[config.mk]
export PLATFORM = sky130hd
export DESIGN_NAME = mac_seq_ctrl
export DESIGN_NICKNAME = d
export VERILOG_FILES = /design/src/rtl/mac_seq_ctrl.sv
export SDC_FILE = /design/constraint.sdc
export NUM_CORES = 1
export LEC_CHECK = 0
export CAP_MARGIN = 20
export CORE_UTILIZATION = 30
export CTS_BUF_LIST = sky130_fd_sc_hd__clkbuf_8
export CTS_CLUSTER_SIZE = 28
export DETAILED_ROUTE_END_ITERATION = 8
export PLACE_DENSITY_LB_ADDON = 0.15
export SYNTH_ARGS = -nofsm -noshare
export SYNTH_HDL_FRONTEND = slang
export SYNTH_SLANG_ARGS = --single-unit
export TNS_END_PERCENT = 100
[constraint.sdc]
create_clock -name clk_i -period 3.7 [get_ports clk_i]
set_input_delay 0.555 -clock clk_i [delete_from_list [all_inputs] [get_ports clk_i]]
set_output_delay 0.555 -clock clk_i [all_outputs]
set_load 0.005 [all_outputs]
[src/rtl/mac_seq_ctrl.sv]
// Layer sequencer for one MAC lane: clears, feeds n_in operands per group,
// waits out the memory/MAC pipeline, optionally applies ReLU and presents results.
module mac_seq_ctrl #(
    parameter int unsigned AW      = 16,
    parameter int unsigned CW      = 16,
    parameter int unsigned ACC_DLY = 3
) (
    input  logic          clk_i,
    input  logic          rst_i,
    input  logic          start_i,
    input  logic [CW-1:0] n_in_i,
    input  logic [CW-1:0] n_grp_i,
    input  logic          relu_i,
    input  logic          out_ready_i,
    output logic [AW-1:0] img_addr_o,
    output logic [AW-1:0] wgt_addr_o,
    output logic          rd_en_o,
    output logic          acc_en_o,
    output logic          relu_en_o,
    output logic          mac_clear_o,
    output logic          out_valid_o,
    output logic [CW-1:0] out_grp_o,
    output logic          busy_o,
    output logic          done_o
);

    typedef enum logic [2:0] {
        S_IDLE,
        S_CLEAR,
        S_FEED,
        S_DRAIN,
        S_RELU,
        S_OUT,
        S_DONE
    } state_t;

    state_t             r_state;
    state_t             w_state_nxt;
    logic [CW-1:0]      r_n_in;
    logic [CW-1:0]      r_n_grp;
    logic [CW-1:0]      r_cnt;
    logic               r_relu;
    logic [ACC_DLY-1:0] r_dly;
    logic               w_start_acc;
    logic               w_last_grp;
    logic               w_rd_nxt;

    assign w_start_acc = (r_state == S_IDLE) && start_i;
    assign w_last_grp  = (out_grp_o == (r_n_grp - CW'(1)));
    assign w_rd_nxt    = (w_state_nxt == S_FEED);

    always_ff @(posedge clk_i) begin
        if (rst_i) begin
            r_state <= S_IDLE;
        end else begin
            r_state <= w_state_nxt;
        end
    end

    always_comb begin
        w_state_nxt = r_state;
        case (r_state)
            S_IDLE: begin
                if (start_i) begin
                    if ((n_in_i == CW'(0)) || (n_grp_i == CW'(0))) begin
                        w_state_nxt = S_DONE;
                    end else begin
                        w_state_nxt = S_CLEAR;
                    end
                end
            end
            S_CLEAR: w_state_nxt = S_FEED;
            S_FEED: begin
                if (r_cnt == (r_n_in - CW'(1))) begin
                    w_state_nxt = S_DRAIN;
                end
            end
            S_DRAIN: begin
                if (r_cnt == CW'(ACC_DLY - 1)) begin
                    w_state_nxt = r_relu ? S_RELU : S_OUT;
                end
            end
            S_RELU: w_state_nxt = S_OUT;
            S_OUT: begin
                if (out_ready_i) begin
                    w_state_nxt = w_last_grp ? S_DONE : S_CLEAR;
                end
            end
            S_DONE:  w_state_nxt = S_IDLE;
            default: w_state_nxt = S_IDLE;
        endcase
    end

    // Outputs are registered from the next state so strobes line up with their state.
    always_ff @(posedge clk_i) begin
        if (rst_i) begin
            r_n_in      <= '0;
            r_n_grp     <= '0;
            r_relu      <= 1'b0;
            r_cnt       <= '0;
            r_dly       <= '0;
            img_addr_o  <= '0;
            wgt_addr_o  <= '0;
            rd_en_o     <= 1'b0;
            acc_en_o    <= 1'b0;
            relu_en_o   <= 1'b0;
            mac_clear_o <= 1'b0;
            out_valid_o <= 1'b0;
            out_grp_o   <= '0;
            busy_o      <= 1'b0;
            done_o      <= 1'b0;
        end else begin
            if (w_start_acc) begin
                r_n_in     <= n_in_i;
                r_n_grp    <= n_grp_i;
                r_relu     <= relu_i;
                wgt_addr_o <= '0;
            end else if (r_state == S_FEED) begin
                wgt_addr_o <= wgt_addr_o + AW'(1);
            end

            if (w_state_nxt == S_CLEAR) begin
                img_addr_o <= '0;
            end else if (r_state == S_FEED) begin
                img_addr_o <= img_addr_o + AW'(1);
            end

            r_cnt <= (w_state_nxt != r_state) ? '0 : r_cnt + CW'(1);

            if (w_start_acc || (w_state_nxt == S_IDLE)) begin
                out_grp_o <= '0;
            end else if ((r_state == S_OUT) && (w_state_nxt == S_CLEAR)) begin
                out_grp_o <= out_grp_o + CW'(1);
            end

            // Delay line: tap k carries rd_en_o delayed by k cycles.
            r_dly       <= ACC_DLY'({r_dly, w_rd_nxt});
            acc_en_o    <= r_dly[ACC_DLY-1];
            rd_en_o     <= w_rd_nxt;
            relu_en_o   <= (w_state_nxt == S_RELU);
            mac_clear_o <= (w_state_nxt == S_CLEAR);
            out_valid_o <= (w_state_nxt == S_OUT);
            busy_o      <= (w_state_nxt != S_IDLE);
            done_o      <= (w_state_nxt == S_DONE);
        end
    end

endmodule

==> results.json <==
{
  "synthArstFlopShare_pct": 0,
  "drive_gt1_share_pct": 5.59,
  "start_util_pct": 30.6,
  "stdcell_area_mm2": 0.00701,
  "finalClockSkew_ps": 15.5,
  "postRouteAntennaNets": 0,
  "critPathArrivalTime_ps": 3620,
  "boundaryPins": 92,
  "routed_wl_mm": 15.5,
  "worst_setup_path_start_kind": "register",
  "synth-adder-area-share_pct": 1.54,
  "slew_violations": 0,
  "whs_ps": 455,
  "multi_input_area_mm2": 0.00331,
  "firstDrtPassIters": 4,
  "postCtsSetupBuffers": 0,
  "track_usage_pct": 16.0,
  "synth_seq_cells": 109,
  "diodes": 0,
  "dieWidth_um": 140,
  "cts_tree": "built",
  "antenna_found_initial": 0,
  "core_area_mm2": 0.0186,
  "hold_viol_final": 0,
  "clkSlewWorstSetupHoldPaths_ps": 110,
  "synth_fp_nets": 736,
  "cts_resized": 0,
  "syn_area_mm2": 0.00570,
  "holdCritPathClass": "reg2reg",
  "design.die.area_mm2": 0.0196,
  "cts_buffer_depth": 2,
  "ys.flop_type": "dfxtp_1",
  "core.rowCount": 50,
  "leakage_nw": 2.36,
  "utilization_pct": 37.6,
  "grt_max_degree": 36,
  "clkLatencyLatePin_ps": 390,
  "synth-edff-count": 0,
  "cts_num_sinks": 109,
  "cts_made_buffers": 9,
  "vias": 5180,
  "worst_pin_slew_ps": 840,
  "fmax_mhz": 296,
  "tns_ps": 0,
  "syn_area_per_cell_um2": 8.24,
  "io_buffer_count": 91,
  "root_buffer": "clkbuf_8",
  "synth_xor_area_share_pct": 12.0,
  "synth-simple-area-share_pct": 29.3,
  "final.period_utilization_pct": 91.4,
  "drv_cap": 0,
  "synth_top_family_by_area": "simple AND/OR/NAND/NOR gates",
  "critPathKind": "reg2reg",
  "setup_viol": 0,
  "yosysSeqAreaShare_pct": 38.3,
  "endpoint_kind": "register",
  "htree_levels": 3,
  "peakVddDrop_v": 0.000157,
  "synth.area.mux_share_pct": 0.944,
  "syn_inst": 692,
  "syn_to_final_growth_pct": 23.0,
  "vias_per_cell": 5.16,
  "cp.required_ps": 3930,
  "fill_cells": 1905,
  "crit_fanout": 16,
  "grt_overflow": 0,
  "run_status": "completed",
  "nets": 808,
  "grt_pass1_wl_mm": 25.2,
  "yosys.cell_types.count": 61,
  "synth_compound_gate_area_share_pct": 14.1,
  "wl_per_cell_um": 15.5,
  "holdBufCountCts": 0,
  "dpl.hpwl_mm": 11.3,
  "remaining_drc_errors": 0,
  "rsz0062_at_grt": "false",
  "min_period_ps": 3380,
  "gp_congestion": 0.835,
  "dpl_cell_area_mm2": 0.00679,
  "grt_pass1_vias": 4864,
  "drt_iter0_markers": 297,
  "cellPowerDensity_mw_per_mm2": 352,
  "regArea_mm2": 0.00218,
  "relSlewSlack_pct": 42.9,
  "ys_warn_count": 0,
  "die-height_um": 140
}
cells by family (layout without fill, tap and decap cells):
logic type               after synthesis  after routing
AO/OA/AOI/OAI                        126            126
AND/OR/NAND/NOR                      319            319
buffers and inverters                 48            125
XOR/XNOR                              78             78
multiplexers                           5              5
flip-flops                           109            109
adder cells (fa/ha/maj)                7              7
through the flow:
step                setup slack, ps  total power [mW]  std cells
detailed placement              363              1.70        987
floorplan                       905              1.56        692
finish                          317              2.47       1003
global route                   91.4              2.60       1003
global placement                427              1.69        987
CTS                             333              2.50       1003
power by group:
group / total, mW / switching, mW / internal, mW
registers: 1.26 / 0.0531 / 1.21
logic: 0.417 / 0.232 / 0.185
clock network: 0.789 / 0.458 / 0.331
final timing paths:
kind | slack (ps) | end | start | cells after the start
min | 450 | acc_en_o | r_dly[2] | 1
min reg2reg | 450 | acc_en_o | r_dly[2] | 1
max reg2reg | 320 | r_cnt[13] | r_n_grp[1] | 9
max | 320 | r_cnt[13] | r_n_grp[1] | 9
cells in the final DEF (no fill, tap or decap), types with 2 or more instances in the layout:
master / Yosys / routed
a211o_1: 2 / 2
a211oi_1: 18 / 18
a21oi_1: 58 / 58
a311o_1: 2 / 2
a31oi_1: 7 / 7
and2_1: 5 / 5
and3_1: 20 / 20
and4_1: 5 / 5
buf_4: 2 / 8
clkbuf_8: 0 / 9
clkdlybuf4s50_1: 0 / 90
clkinvlp_4: 0 / 2
dfxtp_1: 109 / 109
ha_1: 7 / 7
inv_1: 10 / 10
inv_8: 0 / 2
mux2i_1: 4 / 4
nand2_1: 104 / 104
nand2b_1: 2 / 2
nand3_1: 19 / 19
nand3b_1: 3 / 3
nand4_1: 21 / 21
nand4b_1: 2 / 2
nor2_1: 44 / 44
nor2b_1: 8 / 8
nor3_1: 28 / 28
nor3b_2: 1 / 2
nor4_1: 22 / 22
nor4b_1: 2 / 2
o21ai_0: 18 / 18
o21bai_1: 2 / 2
o31ai_1: 6 / 6
or2_2: 4 / 4
or3_1: 12 / 12
or4_1: 6 / 6
xnor2_1: 37 / 37
xor2_1: 41 / 41
synthesized netlist by cell type (all sizes together), types with 3 or more instances:
master	count	share of area, %
buf	11	1.4
dfxtp	109	38
nand3	19	1.7
and4	5	0.77
nor3b	3	0.48
or4	6	0.79
inv	10	0.66
nor2b	8	0.88
nand4	21	2.3
nor4b	3	0.57
nor4	24	3.0
o21ai	19	1.7
and3	20	2.2
nand3b	4	0.75
o31ai	6	0.79
a31oi	9	1.4
ha	7	1.5
mux2i	5	0.94
xnor2	37	5.7
a211oi	18	2.4
a21oi	58	5.1
nor2	44	2.9
and2	5	0.55
nor3	29	2.6
nand2	104	6.8
clkbuf	27	1.8
xor2	41	6.3
or3	12	1.3
or2	4	0.44
worst max-delay path, cell delays in order, from the launching register on:
cell	delay, ps
dfxtp_1	350
inv_1	60
ha_1	270
or4b_1	500
and4bb_1	330
a31oi_2	110
nor4_4	470
a31oi_4	220
mux2i_2	740
a211oi_1	180
layer usage:
metal	up-vias	wire length [µm]	part of all wire [%]	track usage (%)
met5	-	0	0	0
met2	116	6930	45	25.2
met3	20	716	4.6	3.13
met1	2442	7590	49	21.5
met4	0	269	1.7	6.25
li1	2602	-	-	-
state kept, by name (all words and copies together) (netlist names), 3 cells and up:
name,flops
r_n_grp,16
r_state,3
r_n_in,16
img_addr_o,16
out_grp_o,16
wgt_addr_o,16
r_cnt,16
r_dly,3
cell type report:
| cell class | count | share of cell area [%] |
|---|---|---|
| Timing Repair Buffer | 99 | 13.8 |
| Tap cell | 234 | 4.18 |
| Inverter | 10 | 0.536 |
| Clock inverter | 7 | 1.32 |
| Clock buffer | 9 | 1.77 |
| Multi-Input combinational cell | 535 | 47.3 |
| Sequential cell | 109 | 31.1 |
(Power assumes the default switching activity.)
